===== src/rtl/bcd_to_bin.sv =====
// Purpose: packed BCD to binary converter using reverse double-dabble (shift right, then subtract 3 from any nibble >= 8).
// Latency: start sampled at E0 -> done pulses after edge E0+BIN_W+1. A request with an invalid nibble answers one cycle later with err.
// Backpressure: none queued. start is ignored while busy, and the caller must wait for done before issuing the next request.
module bcd_to_bin #(
  parameter int DIGITS = 2,
  parameter int BIN_W  = 7
) (
  input  logic                  clk,
  input  logic                  rst,
  input  logic                  start,
  input  logic [4*DIGITS-1:0]   bcd_in,
  output logic [BIN_W-1:0]      bin_out,
  output logic                  busy,
  output logic                  done,
  output logic                  err
);

  localparam int BCD_W = 4 * DIGITS;
  localparam int SR_W  = BCD_W + BIN_W;
  localparam int CNT_W = $clog2(BIN_W + 1);
  localparam logic [CNT_W-1:0] LAST_CNT = CNT_W'(BIN_W - 1);

  typedef enum logic [1:0] {
    S_IDLE,
    S_SHIFT,
    S_FINISH
  } state_t;

  state_t            r_state;
  logic [SR_W-1:0]   r_sr;
  logic [CNT_W-1:0]  r_cnt;
  logic [BIN_W-1:0]  r_bin_out;
  logic              r_busy;
  logic              r_done;
  logic              r_err;

  logic              w_bad;
  logic [SR_W-1:0]   w_shift;
  logic [SR_W-1:0]   w_next;

  // Flag a request if any input nibble is outside the range 0..9.
  always_comb begin
    w_bad = 1'b0;
    for (int d = 0; d < DIGITS; d++) begin
      if (bcd_in[4*d +: 4] > 4'd9) begin
        w_bad = 1'b1;
      end
    end
  end

  // Perform one iteration: shift right, then correct each BCD nibble that is >= 8. The subtraction cannot underflow.
  always_comb begin
    w_shift = r_sr >> 1;
    w_next  = w_shift;
    for (int d = 0; d < DIGITS; d++) begin
      if (w_shift[BIN_W + 4*d +: 4] >= 4'd8) begin
        w_next[BIN_W + 4*d +: 4] = w_shift[BIN_W + 4*d +: 4] - 4'd3;
      end
    end
  end

  // Run the conversion FSM with registered outputs. Reset discards any conversion in flight.
  always_ff @(posedge clk) begin
    if (rst) begin
      r_state   <= S_IDLE;
      r_sr      <= '0;
      r_cnt     <= '0;
      r_bin_out <= '0;
      r_busy    <= 1'b0;
      r_done    <= 1'b0;
      r_err     <= 1'b0;
    end else begin
      r_done <= 1'b0;
      case (r_state)
        S_IDLE: begin
          if (start) begin
            if (w_bad) begin
              // Reject the request and answer immediately. The previous result stays visible.
              r_done <= 1'b1;
              r_err  <= 1'b1;
            end else begin
              r_sr    <= {bcd_in, {BIN_W{1'b0}}};
              r_cnt   <= '0;
              r_busy  <= 1'b1;
              r_err   <= 1'b0;
              r_state <= S_SHIFT;
            end
          end
        end
        S_SHIFT: begin
          r_sr  <= w_next;
          r_cnt <= r_cnt + CNT_W'(1);
          if (r_cnt == LAST_CNT) begin
            r_state <= S_FINISH;
          end
        end
        S_FINISH: begin
`ifndef SYNTHESIS
          // Once all bits have been shifted out of a valid input, every BCD digit must be zero.
          assert (r_sr[SR_W-1:BIN_W] == '0)
            else $error("bcd_to_bin: BCD field not empty at finish");
`endif
          r_bin_out <= r_sr[BIN_W-1:0];
          r_done    <= 1'b1;
          r_busy    <= 1'b0;
          r_state   <= S_IDLE;
        end
        default: begin
          r_state <= S_IDLE;
          r_busy  <= 1'b0;
        end
      endcase
    end
  end

  assign bin_out = r_bin_out;
  assign busy    = r_busy;
  assign done    = r_done;
  assign err     = r_err;

endmodule

===== config.mk =====
export PLATFORM = sky130hd
export DESIGN_NAME = bcd_to_bin
export DESIGN_NICKNAME = d
export VERILOG_FILES = /design/src/rtl/bcd_to_bin.sv
export SDC_FILE = /design/constraint.sdc
export NUM_CORES = 1
export LEC_CHECK = 0
export ABC_CLOCK_PERIOD_IN_PS = 1500
export CORE_ASPECT_RATIO = 1.75
export CORE_MARGIN = 4
export CORE_UTILIZATION = 51
export DETAILED_ROUTE_END_ITERATION = 7
export GPL_TIMING_DRIVEN = 0
export PLACE_DENSITY_LB_ADDON = 0.15
export SETUP_SLACK_MARGIN = 0.05
export SLEW_MARGIN = 5
export SYNTH_ARGS = -nofsm -noshare
export SYNTH_HDL_FRONTEND = slang
export SYNTH_SLANG_ARGS = --single-unit

===== constraint.sdc =====
create_clock -name clk -period 1.5 [get_ports clk]
set_input_delay 0.3 -clock clk [delete_from_list [all_inputs] [get_ports clk]]
set_output_delay 0.3 -clock clk [all_outputs]
set_load 0.02 [all_outputs]

# --- Word level (Yosys, flattened, before mapping) ---
# Cells that the tools add are included.
totals:
  ff_bits: 30
  input_bits: 11
  out_inout_bits: 10
  wordCells: 47
classes:
  n_addsub: 3
  magnitude_cmp: 4
  eq_ne: 6
  muxes: 20
  bitwise: 1
  reduce_logical: 6
op_table:
  columns: ["operator", "count"]
  rows:
  - ["$mux 15", 2]
  - ["$pmux 15 s2", 1]
  - ["$reduce_and 3->1", 3]
  - ["$gt 4x4->1 const B", 2]
  - ["$mux 4", 2]
  - ["$mux 1", 6]
  - ["$mux 2", 3]
  - ["$mux 3", 2]
  - ["$ne 2x2->1 const B", 3]
  - ["$pmux 3 s2", 1]
  - ["$ge 3x4->1 const B", 1]
  - ["$ge 4x4->1 const B", 1]
  - ["$pmux 1 s2", 2]
  - ["$pmux 2 s2", 1]
  - ["$sub 3x2->4 const B", 1]
  - ["$sub 4x2->4 const B", 1]
  - ["$add 3x1->3 const B", 1]
  - ["$eq 3x3->1 const B", 1]
  - ["$eq 2x1->1 const B", 1]
  - ["$eq 2x2->1 const B", 1]
  - ["$logic_not 2->1", 1]
  - ["$reduce_and 2->1", 1]
  - ["$reduce_bool 2->1", 1]
  - ["$not 1->1", 1]

# --- Logic depth before layout (Yosys ltp) ---
depth:
  ltp_word: 6
  mapped_depth: 6
  ltp_nobuf: 5

# --- Least setup slack after synthesis ---
# No wires, ideal clock.
synth_timing:
  path_type: "input to register"
  startpoint: "input port bcd_in[6]"
  endpoint: "register r_sr[14]"
  setup_ns: 0.070
  arrival_time_ns: 1.185
  path_slack_ns: 0.245
  cell_stages: 5
  cell_sequence: "o21ai_2 nand4b_1 buf_6 or3b_1 a21oi_1"
synth_via:
  elab_chain_len: 4
synth_lines:
  columns: ["item", "line", "rtl"]
  rows:
  - ["start: declaration", "11", "input logic [4*DIGITS-1:0] bcd_in,"]
  - ["$gt 4x4->1", "45", "if (bcd_in[4*d +: 4] > 4'd9) begin"]
  - ["$mux 1", "45", null]
  - ["$ne 2x2->1 (no source line)", null, null]
  - ["$reduce_and 3->1 (no source line)", null, null]
  - ["end signal: assignment", "82", "r_sr <= {bcd_in, {BIN_W{1'b0}}};"]
  - ["end signal: assignment", "91", "r_sr <= w_next;"]
  - ["end: declaration", "30", "logic [SR_W-1:0] r_sr;"]
# No other way between the ends.
# A chain may end at the register's enable or synchronous reset.

# --- Worst setup path after layout ---
layout_timing:
  startpoint: "register r_sr[8]"
  endpoint: "register r_sr[9]"
layout_via:
  elab_chain_len: 3
layout_lines:
  columns: ["item", "line", "rtl"]
  rows:
  - ["$sub 4x2->4 or $ge 4x4->1 (tied branches)", "57, 56", null]
  - ["$mux 4 (*)", "56", "if (w_shift[BIN_W + 4*d +: 4] >= 4'd8) begin"]
  - ["$pmux 15 s2 (*)", "74", "case (r_state)"]
# Every way passes the cells marked *; elsewhere a longest branch is shown, timed or not.

==> impl_metrics.json <==
{
  "tritoncts": "yes",
  "finalMaxSlewViolations": 0,
  "synthesis.area_um2": 1300,
  "startpoint": "r_sr[8]",
  "core_um2": 2460,
  "p_leak_nw": 0.775,
  "ir_drop_uv": 733,
  "h-tree-depth": 2,
  "fmax_mhz": 741,
  "clk_path_buf_depth": 2,
  "drtPass1Iterations": 4,
  "clk_pin_slew_ps": 60,
  "synthDistinctLibCells": 31,
  "numPortBuffers": 19,
  "grt_overflow": 0,
  "via_per_inst": 5.61,
  "setup_viol": 0,
  "yosysWarnings": 0,
  "r2r-end": "r_sr[9]",
  "grt_max_degree": 11,
  "hp-start": "bcd_in[2]",
  "worst_setup_path_end_kind": "register",
  "grt_util_all_layers": 0.193,
  "place.detailed.hpwl_um": 2120,
  "hold_viol": 0,
  "syn2layout_area_growth_pct": 26.1,
  "vias": 1117,
  "dieArea_um2": 3450,
  "fin_area_um2": 1640,
  "cp_max_fo": 5,
  "r2r_slack_ps": 150,
  "rows": 24,
  "n_antenna_cell": 0,
  "final_util": 0.666,
  "synth_flop_cell": "dfxtp_1",
  "wl_per_cell_um": 14.4,
  "ant_nets": 0,
  "postPlaceCellArea_um2": 1520,
  "antenna_found_initial": 0,
  "synth_fp_nets": 159,
  "synth_top_area_share": 0.462,
  "hold_end": "r_sr[9]",
  "ys_seq_area_frac": 0.462,
  "cts_sinks": 30,
  "yosys_register_bits": 30,
  "hp-class": "input port to register",
  "worstPathRequired_ps": 1730,
  "r2r_start": "r_sr[8]",
  "critPathKind": "register to register",
  "place_ws_ps": -314,
  "grt_pass1_vias": 1093,
  "drc_errors": 0,
  "synth_area_leaders": "dfxtp_1 (46%), mux2i_1 (9.2%), nor2_1 (5.8%)",
  "ioPinCount": 21,
  "drive_gt1_frac": 0.139,
  "tightest_slew_ps": 487,
  "root_buffer": "clkbuf_8",
  "fin_crit_sh": 0.900,
  "drt_iter0_markers": 26,
  "grt_pass1_wl_um": 4760,
  "drt_wl_total_um": 2870,
  "start_util": 0.528,
  "rsz0062_at_grt": "true",
  "fin_ws_ps": 150,
  "max_stage_delay_ps": 350,
  "critPathArrivalTime_ps": 1580,
  "drv_cap": 0,
  "cp-start-kind": "register",
  "p_per_area_nw_per_um2": 1030,
  "clk_latency_ps": 280,
  "fin_nets": 189,
  "yosysTopAreaCell": "dfxtp_1",
  "max-slew-margin-rel": 0.675,
  "die_h_um": 74.8,
  "min_delay_path_depth": 2,
  "synth_edf_count": 0,
  "cts_buffers": 5,
  "critical_path.cell_chain": "ha_1, nor2b_1, xnor2_1, a221oi_1, o31a_1",
  "clock_skew_ps": 7.51,
  "async_flop_share": 0,
  "synthCells": 144,
  "worst_path_max_delay_cell": "dfxtp_1",
  "status": "finished clean",
  "fp.dieW_um": 46.2,
  "r2r_cells": 5,
  "period_minus_slack_ps": 1350,
  "place_congestion": 0.779,
  "syn_area_per_cell_um2": 9.03
}
==> where the power goes <==
part	internal, mW	leakage, nW	switching (mW)
sequential	0.829	0.244	0.0243
clock	0.353	0.0431	0.278
combinational	0.0956	0.488	0.114
total	1.28	0.775	0.416
==> timing repair <==
item / in CTS / in global routing
resized for setup: 15 / 7
pin swaps: 6 / 3
hold buffers: 0 / 0
setup endpoints to repair: 14 / 17
hold endpoints to repair: 0 / 0
buffers inserted: 3 / 1
==> critical path, delay by kind of cell, from the launching register on <==
kind                     cells  cell delay [ps]
AND/OR/NAND/NOR              1              150
XOR/XNOR                     1               80
adder cells (fa/ha/maj)      1              220
AO/OA/AOI/OAI                2              500
flip-flops                   1              350
==> placed cells by master, fill, tap and decap left out, drive strengths merged, types with 2 or more instances in the layout <==
master,count
dlymetal6s2s,3
nand3,10
o21a,2
dfxtp,30
nand2,11
a211oi,5
nand2b,2
nor2,20
clkbuf,10
nor3,4
nor2b,2
inv,3
o21ai,2
buf,11
a31oi,2
dlygate4sd2,14
clkdlybuf4s50,2
mux2i,12
ha,4
a21oi,11
==> worst max path at each step <==
stage / endpoint / slack, ps / depth (start not counted)
floorplan: r_sr[14] / 240 / 5
global placement: r_sr[14] / -280 / 6
detailed placement: r_cnt[1] / -310 / 7
CTS: r_sr[8] / 50 / 5
global route: r_sr[13] / 20 / 5
finish: r_sr[9] / 150 / 5
==> metal layers <==
| layer | part of all wire | GRT usage | vias up |
|---|---|---|---|
| li1 | - | - | 557 |
| met1 | 0.37 | 0.199 | 528 |
| met2 | 0.57 | 0.348 | 23 |
| met3 | 0.044 | 0.0502 | 9 |
| met4 | 0.021 | 0.0854 | 0 |
| met5 | 0 | 0 | - |
==> per-stage QoR <==
stage	hold WS (ps)	setup TNS [ps]	total power, mW	cells
final	419	0	1.69	199
after global routing	431	0	1.77	199
after CTS	422	0	1.70	198
after detailed placement	455	-3950	1.08	189
after global placement	442	-3260	1.07	189
after floorplan	436	0	0.997	144
==> cells in the mapped netlist, types with 2 or more instances <==
master / n
nor2_1: 20
mux2i_1: 12
a211oi_1: 5
o21a_1: 2
nor3_1: 4
nand2_1: 11
o21ai_2: 2
buf_2: 7
nand2b_1: 2
a21oi_1: 11
clkbuf_1: 3
dfxtp_1: 30
ha_1: 4
nor2b_1: 2
a31oi_1: 2
inv_1: 3
nand3_1: 10
==> sequential cells by signal, indices dropped and copies added, names as in the netlist <==
name and cells:
bin_out 7, busy 1, done 1, err 1
r_cnt 3, r_sr 15, r_state 2
==> cell type report <==
cell class | instances | area, um^2
Buffer | 11 | 60.1
Clock buffer | 6 | 82.6
Fill cell | 232 | 823
Inverter | 3 | 11.3
Multi-Input combinational cell | 100 | 642
Sequential cell | 30 | 601
Tap cell | 26 | 32.5
Timing Repair Buffer | 23 | 210
==> cells by family after synthesis <==
group | count (synthesis) | share of synthesized area
AND/OR/NAND/NOR | 54 | 0.193
adder cells (fa/ha/maj) | 4 | 0.0385
XOR/XNOR | 2 | 0.0135
AO/OA/AOI/OAI | 27 | 0.140
buffers and inverters | 14 | 0.0529
flip-flops | 30 | 0.462
multiplexers | 13 | 0.101
No activity file was read; power rests on OpenSTA's default activity.
